File: src/rtl/truth_table_sequencer.sv
// Sweeps every input vector through the decoder datapath, samples the function
// outputs after a settle delay and records mismatches against a truth table.
module truth_table_sequencer #(
    parameter int DIV_WIDTH = 25,
    parameter int N_IN      = 3,
    parameter int N_OUT     = 3,
    parameter int SETTLE    = 2,
    parameter logic [N_OUT*(2**N_IN)-1:0] EXPECTED = 24'h18B685
) (
    input  logic                 clock,
    input  logic                 reset_n,
    input  logic                 start,
    input  logic                 mode_auto,
    input  logic                 step,
    input  logic [N_OUT-1:0]     f_in,
    output logic [N_IN-1:0]      x_out,
    output logic                 busy,
    output logic                 done,
    output logic                 pass,
    output logic [2**N_IN-1:0]   fail_map,
    output logic [N_IN:0]        err_count
);

    // state    | meaning
    // S_IDLE   | waiting for start, results cleared or held from reset
    // S_APPLY  | x_out driven, settle counter loaded
    // S_SETTLE | counting down while the datapath settles
    // S_SAMPLE | f_in compared against the expected row
    // S_WAIT   | paced by divider tick (auto) or step pulse (manual)
    // S_DONE   | sweep finished, results held until next start

    localparam int NVEC = 2**N_IN;
    localparam int SW   = (SETTLE > 1) ? $clog2(SETTLE) : 1;
    localparam logic [N_IN-1:0] LAST_VEC = N_IN'(NVEC - 1);

    typedef enum logic [2:0] {
        S_IDLE, S_APPLY, S_SETTLE, S_SAMPLE, S_WAIT, S_DONE
    } state_t;

    state_t state, state_d;

    logic [DIV_WIDTH-1:0] div_cnt, div_d;
    logic [SW-1:0]        settle_cnt, settle_d;
    logic [N_IN-1:0]      x_d;
    logic [NVEC-1:0]      fail_d;
    logic [N_IN:0]        err_d;
    logic                 busy_d, done_d, pass_d;
    logic [N_OUT-1:0]     exp_f;
    logic                 mismatch;
    logic                 advance;

    assign exp_f    = EXPECTED[x_out*N_OUT +: N_OUT];
    assign mismatch = (f_in != exp_f);
    assign advance  = mode_auto ? (&div_cnt) : step;

    always_ff @(posedge clock or negedge reset_n) begin
        if (!reset_n) state <= S_IDLE;
        else          state <= state_d;
    end

    // start wins over any step or tick in the same clock
    always_comb begin
        state_d = state;
        if (start) begin
            state_d = S_APPLY;
        end else begin
            case (state)
                S_IDLE:   state_d = S_IDLE;
                S_APPLY:  state_d = S_SETTLE;
                S_SETTLE: if (settle_cnt == '0) state_d = S_SAMPLE;
                S_SAMPLE: state_d = (x_out == LAST_VEC) ? S_DONE : S_WAIT;
                S_WAIT:   if (advance) state_d = S_APPLY;
                S_DONE:   state_d = S_DONE;
                default:  state_d = S_IDLE;
            endcase
        end
    end

    always_comb begin
        x_d      = x_out;
        fail_d   = fail_map;
        err_d    = err_count;
        div_d    = div_cnt;
        settle_d = settle_cnt;
        if (start) begin
            x_d    = '0;
            fail_d = '0;
            err_d  = '0;
            div_d  = '0;
        end else begin
            case (state)
                S_APPLY:  settle_d = SW'(SETTLE - 1);
                S_SETTLE: if (settle_cnt != '0) settle_d = settle_cnt - SW'(1);
                S_SAMPLE: begin
                    if (mismatch) begin
                        fail_d[x_out] = 1'b1;
                        err_d         = err_count + (N_IN+1)'(1);
                    end
                end
                S_WAIT: begin
                    if (advance) begin
                        x_d   = x_out + N_IN'(1);
                        div_d = '0;
                    end else begin
                        div_d = div_cnt + DIV_WIDTH'(1);
                    end
                end
                default: ;
            endcase
        end
        busy_d = (state_d == S_APPLY) || (state_d == S_SETTLE) ||
                 (state_d == S_SAMPLE) || (state_d == S_WAIT);
        done_d = (state_d == S_DONE);
        pass_d = done_d && (err_d == '0);
    end

    always_ff @(posedge clock or negedge reset_n) begin
        if (!reset_n) begin
            x_out      <= '0;
            busy       <= 1'b0;
            done       <= 1'b0;
            pass       <= 1'b0;
            fail_map   <= '0;
            err_count  <= '0;
            div_cnt    <= '0;
            settle_cnt <= '0;
        end else begin
            x_out      <= x_d;
            busy       <= busy_d;
            done       <= done_d;
            pass       <= pass_d;
            fail_map   <= fail_d;
            err_count  <= err_d;
            div_cnt    <= div_d;
            settle_cnt <= settle_d;
        end
    end

endmodule

File: config.mk
export PLATFORM = sky130hd
export DESIGN_NAME = truth_table_sequencer
export DESIGN_NICKNAME = d
export VERILOG_FILES = /design/src/rtl/truth_table_sequencer.sv
export SDC_FILE = /design/constraint.sdc
export NUM_CORES = 1
export LEC_CHECK = 0
export ABC_AREA = 1
export CORE_UTILIZATION = 30
export CTS_CLUSTER_DIAMETER = 100
export DETAILED_ROUTE_END_ITERATION = 16
export SETUP_SLACK_MARGIN = 0.3
export SLEW_MARGIN = 25
export SYNTH_ARGS = -nofsm -noshare
export SYNTH_HDL_FRONTEND = slang
export SYNTH_SLANG_ARGS = --single-unit
File: constraint.sdc
create_clock -name clock -period 2.3 [get_ports clock]
set_input_delay 0.46 -clock clock [delete_from_list [all_inputs] [get_ports clock]]
set_output_delay 0.46 -clock clock [all_outputs]
set_load 0.02 [all_outputs]
==> results of run 1 <==
## repair_timing
item,4_1_cts,5_1_grt
resized for setup,3,10
setup endpoints to repair,3,36
setup buffers,0,7
pin swaps,0,3
## worst max-delay path, delay by kind of cell (launching register included)
family	cells	cell delay, ns
buffers and inverters	2	0.73
DFF	1	0.44
## worst paths after layout
| check | depth (start not counted) | endpoint | slack (ns) | start |
|---|---|---|---|---|
| max in group asynchronous | 2 | div_cnt[0] | 1.62 | reset_n |
| worst max register to register | 11 | div_cnt[8] | 0.43 | div_cnt[0] |
| worst max-delay path | 2 | x_out[0] | 0.36 | x_out[0] |
| worst min register to register | 2 | settle_cnt | 0.49 | settle_cnt |
| worst min-delay path | 1 | fail_map[0] | 0.08 | reset_n |
| min in group clock | 2 | settle_cnt | 0.49 | settle_cnt |
## synthesized netlist by cell type (all sizes together)
library cell	instances	area, um2
a211oi	1	7.510
a21boi	1	7.510
a21oi	8	40.04
a31oi	1	6.260
buf	3	23.77
clkbuf	2	7.510
dfrtp	47	1176
ha	6	75.07
inv	54	202.7
nand2	81	316.5
nand3	37	215.2
nand3b	1	7.510
nand4	4	25.02
nor2	27	142.6
nor3	16	96.35
nor4	1	6.260
o211ai	1	7.510
o21a	8	60.06
o21ai	16	80.08
o22ai	11	68.82
o31ai	1	7.510
or2	2	12.51
xnor2	1	8.760
xor2	10	87.58
## power by group through the flow
stage,registers (W),logic [W],clock network [W]
2_1_floorplan,0.000895,0.000101,0
3_3_place_gp,0.000886,0.000192,0
3_5_place_dp,0.000886,0.000195,0
4_1_cts,0.000870,0.000198,0.000657
5_1_grt,0.000875,0.000230,0.000686
6_report,0.000870,0.000205,0.000631
## routing by layer
layer,vias up,track usage,share of wire
met4,0,0.04133,0.0088
met2,28,0.2205,0.48
met3,4,0.03324,0.039
met5,-,0,0
li1,1187,-,-
met1,1087,0.1703,0.47
## state kept, by name, summed over array words and instances (netlist names)
| signal | count |
|---|---|
| state | 3 |
| done | 1 |
| x_out | 3 |
| settle_cnt | 1 |
| err_count | 4 |
| pass | 1 |
| div_cnt | 25 |
| busy | 1 |
| fail_map | 8 |
## final cells by class
class                   count  area (um2)  area share
repair buffers             37       347.8      0.1052
clock inverters             3       46.29     0.01400
flip-flops and latches     47        1181      0.3573
clock buffers               5       68.82     0.02082
multi-input cells         234        1321      0.3997
inverters                  54       205.2     0.06207
well taps                 108       135.1     0.04088
## kinds of logic after synthesis
family	share of synthesized area
buffers and inverters	0.08702
AO/OA/AOI/OAI	0.1061
XOR/XNOR	0.03583
flip-flops	0.4374
adder cells (fa/ha/maj)	0.02792
AND/OR/NAND/NOR	0.3057
## per-stage QoR
step / area [um2] / total power (W)
3_3_place_gp: 3075 / 0.001077
4_1_cts: 3202 / 0.001725
5_1_grt: 3306 / 0.001791
3_5_place_dp: 3075 / 0.001081
2_1_floorplan: 2689 / 0.0009958
6_report: 3306 / 0.001706
## placed cells by master (no fill, tap or decap), types with 11 or more instances in the layout
| cell type | count |
|---|---|
| o22ai_1 | 11 |
| buf_4 | 11 |
| inv_1 | 50 |
| nor2_1 | 18 |
| nand2_1 | 78 |
| clkdlybuf4s50_1 | 24 |
| dfrtp_1 | 43 |
| nor3_1 | 14 |
| nand3_1 | 30 |
==> qor.csv, run 1 <==
metric,value,unit
# rows,34,
clock sink count,47,
I/O pins,26,
layout cells sized above 1,0.1395,
Clock Skews,0.01047,ns
final core utilization,0.3809,
final hold vios,0,
drt pass-1 iters,4,
Switching Fraction,0.2664,
synthesized area,2689,um2
crit path time final,1.935,ns
CTS Buffer Depth,2,
Crit. End Element,output port,
RD Place Congestion,0.7712,
Leak,1.469,nW
fin cells,488,
post-route DRC violation count,0,
slowest CP cell,clkdlybuf4s50_1,
Avg Inst Size Synth,7.908,um2
Relative slew margins,0.6318,
Power Dens Cells,516.1,nW/um2
WL final,6.004,mm
startpoint types,flip-flop,
status,"finished, final reports clean",
CP max stage delay,0.59,ns
hold slack,0.07522,ns
Worst IR Drop VDD,0.0002143,V
H-tree lvl count,2,
pre-CTS WS,0.1971,ns
Tot GR Track Use,0.1331,
required time worst endpoint,1.84,ns
Routed Antenna Nets,0,
Final Net Count,393,
Cell Int Power,0.001252,W
Num CTS Buffers,5,
post-synthesis sequential area ratio,0.4374,
first-pass GRT wire length,10.24,mm
Antenna diodes,0,
Die ar.,9345,um2
WP data arrival,1.48,ns
CTS tree,yes,
DR vias,2306,
Sw Pwr,0.0004544,W
Die Span Y,96.67,um
vias in the first global route,2220,
# port buffers,25,
Synth Instances,340,
Die X,96.67,um
final worst setup slack,0.3645,ns
number of synthesis warnings,0,
fin. max-slew vios,0,
"Reg clk slew, reported paths",0.10,ns
"Net Count, Synth",354,
Worst-Skew Late Latency,0.30,ns
CTS root buffer,clkbuf_8,
critical path class,flip-flop to output port,
core area,8678,um2
Seq cells post-synth,47,
Seq pwr share,0.510,
worst-path cell chain,"buf_4, clkdlybuf4s50_1",
top achievable clock speed,516.7,MHz
worst-margin pin slew,0.5517,ns
Worst Hold Class,primary input to asynchronous set/reset pin,
Initial Utilization,0.3098,
largest net degree at the start of global routing,18,
combinational share of power,0.120,
hold buffer count at CTS,0,
endpoints failing setup,0,
Placed Cells,473,
drt wl/cell,12.30,um
Clock power frac,0.370,
hpwl dp,4.392,mm
Area Growth Syn to Fin,22.94,%
"Max FO, Critical Path",5,
initial antenna violation count,0,
fin crit share,0.8415,
Via density,4.725,
1st-iter DRT viols,123,
RSZ-0062 raised after global routing,no,
Cell variety after synth,36,
Max-Cap Viols,0,
grt ovf,0,
fillcell total,893,
Setup Total Neg Slack,0,ns
Note: power is estimated with default switching activity, not from simulation.
==> inputs of run 2 (changes only) <==
==> constraint.sdc (replaced) <==
create_clock -name clock -period 2 [get_ports clock]
set_input_delay 0.4 -clock clock [delete_from_list [all_inputs] [get_ports clock]]
set_output_delay 0.4 -clock clock [all_outputs]
set_load 0.02 [all_outputs]
==> run 2 against run 1 <==
  * Sequential share of layout area decreased by 4.0 points
  * Largest cell class unchanged
  * Clock skew is essentially flat
  * Via count is 7.5% higher
  * Global-route usage rose by 1.2 points
  * Hold slack worse by 0.037 ns
  * Wire length increased by 9.6%
  * Setup slack worse by 0.098 ns
  * Clock power rose by 3%
==> qor.csv, run 2 (synthesized netlist as in run 1, its figures left out) <==
metric,value,unit
layout cells sized above 1,0.2889,
vias in the first global route,2533,
post-route DRC violation count,0,
H-tree lvl count,2,
CTS Buffer Depth,2,
status,"finished, final reports clean",
Area Growth Syn to Fin,38.53,%
required time worst endpoint,2.23,ns
Worst Hold Class,primary input to asynchronous set/reset pin,
drt wl/cell,12.83,um
clock sink count,47,
Tot GR Track Use,0.1453,
# rows,34,
Die ar.,9345,um2
Antenna diodes,0,
RR Endpoint,pass,
I/O pins,26,
"Reg clk slew, reported paths",0.09,ns
hold buffer count at CTS,0,
Num CTS Buffers,5,
Initial Utilization,0.3098,
CTS root buffer,clkbuf_8,
"Max FO, Critical Path",6,
largest reg by FF count,div_cnt,
initial antenna violation count,0,
Leak,1.735,nW
most frequent cells in the layout,"71 x nand2_1, 44 x inv_1, 41 x dfrtp_1, 26 x buf_4, 18 x nand3_1",
RD Place Congestion,0.7816,
Clock Skews,0.01070,ns
startpoint types,flip-flop,
WL final,6.583,mm
R2R Setup Slk,0.27,ns
Max-Cap Viols,0,
endpoints failing setup,0,
first-pass GRT wire length,11.27,mm
R2R depth,13,
crit path time final,1.734,ns
# port buffers,25,
grt ovf,0,
hold slack,0.03834,ns
"commonest non-fill, non-tap cell in the layout",nand2_1,
largest net degree at the start of global routing,32,
Setup Total Neg Slack,0,ns
WP data arrival,1.96,ns
drt pass-1 iters,4,
core area,8678,um2
Power Dens Cells,523.6,nW/um2
RSZ-0062 raised after global routing,yes,
hpwl dp,4.530,mm
Worst R2R Start,x_out[0],
Worst IR Drop VDD,0.0002766,V
DR vias,2480,
top achievable clock speed,576.8,MHz
Crit. End Element,flip-flop,
fin. max-slew vios,0,
Sw Pwr,0.0005378,W
Routed Antenna Nets,0,
register area,1184,um2
CTS tree,yes,
final hold vios,0,
biggest regs,"div_cnt x25, fail_map x8, err_count x4",
fin crit share,0.8669,
multi-input logic area,1519,um2
fillcell total,885,
1st-iter DRT viols,122,
Die Span Y,96.67,um
critical path class,flip-flop to flip-flop,
Worst-Skew Late Latency,0.30,ns
Switching Fraction,0.2757,
worst-margin pin slew,0.4579,ns
Clock power frac,0.333,
Relative slew margins,0.6948,
max FFs per register,25,
Final Net Count,418,
Seq pwr share,0.513,
combinational share of power,0.154,
Cell Int Power,0.001413,W
Die X,96.67,um
Via density,4.834,
==> run 2: cell types whose count changed in the layout (fill, tap and decap cells not counted), moves of 5 or more <==
cell	change
buf_4	+15
buf_6	+8
clkdlybuf4s50_1	-14
dlygate4sd2_1	+9
dlymetal6s2s_1	+5
inv_1	-6
nand2_1	-7
nand2_2	+7
nand3_1	-12
nand3_2	+8
==> run 2: critical path: stages, from the launching register on <==
cell and delay [ns]:
dfrtp_2 0.44, inv_4 0.07, ha_4 0.27, inv_2 0.03, nand2_2 0.05, nand3_2 0.06, nand2_2 0.09, nand3_4 0.15
buf_6 0.15, nand2_1 0.05, nand2_1 0.07, nand3_2 0.07, nand2_1 0.06, nor3_2 0.10
==> run 2: what timing repair did <==
item                                   CTS  global route
cloned                                   1             0
gates resized for setup                 27            52
endpoints found under the hold margin    0             0
pin swaps                               15            14
buffers inserted                        16            10
setup endpoints to repair               45            46
==> run 2: layout make-up <==
cell class | instances | area share
Inverter | 54 | 0.05677
Clock inverter | 1 | 0.002015
Timing Repair Buffer | 61 | 0.1535
Clock buffer | 7 | 0.02586
Tap cell | 108 | 0.03628
Multi-Input combinational cell | 235 | 0.4078
Sequential cell | 47 | 0.3178
==> run 2: worst max-delay path by stage <==
stage | start | end | slack, ns
6_report | x_out[0] | pass | 0.27
5_1_grt | x_out[0] | pass | 0.14
4_1_cts | x_out[0] | pass | 0.27
3_5_place_dp | mode_auto | div_cnt[18] | -0.16
3_3_place_gp | mode_auto | div_cnt[2] | -0.09
2_1_floorplan | x_out[0] | pass | 0.30
==> run 2: routing by layer <==
layer  vias to the layer above  global-route usage  wire, um
li1                       1231                   -         -
met1                      1216              0.1811      3030
met2                        27              0.2606      3306
met3                         6             0.02095       167
met4                         0             0.04018        78
met5                         -                   0         0
==> run 2: power by group through the flow <==
| stage | combinational, W | clock, W | sequential (W) |
|---|---|---|---|
| global route | 0.000331 | 0.000704 | 0.00100 |
| finish | 0.000300 | 0.000650 | 0.00100 |
| CTS | 0.000266 | 0.000672 | 0.00100 |
| global placement | 0.000232 | 0 | 0.00102 |
| floorplan | 0.000120 | 0 | 0.00103 |
| detailed placement | 0.000239 | 0 | 0.00102 |
==> run 2: metrics by stage <==
step,total power [W],utilization,cell area (um2),std cells,setup WS (ns)
final,0.001951,0.4292,3725,513,0.2661
after global routing,0.002040,0.4292,3725,513,0.1445
after CTS,0.001938,0.3986,3460,503,0.2743
after detailed placement,0.001259,0.3636,3156,478,-0.1633
after global placement,0.001251,0.3636,3156,478,-0.09417
after floorplan,0.001149,-,2719,340,0.3043
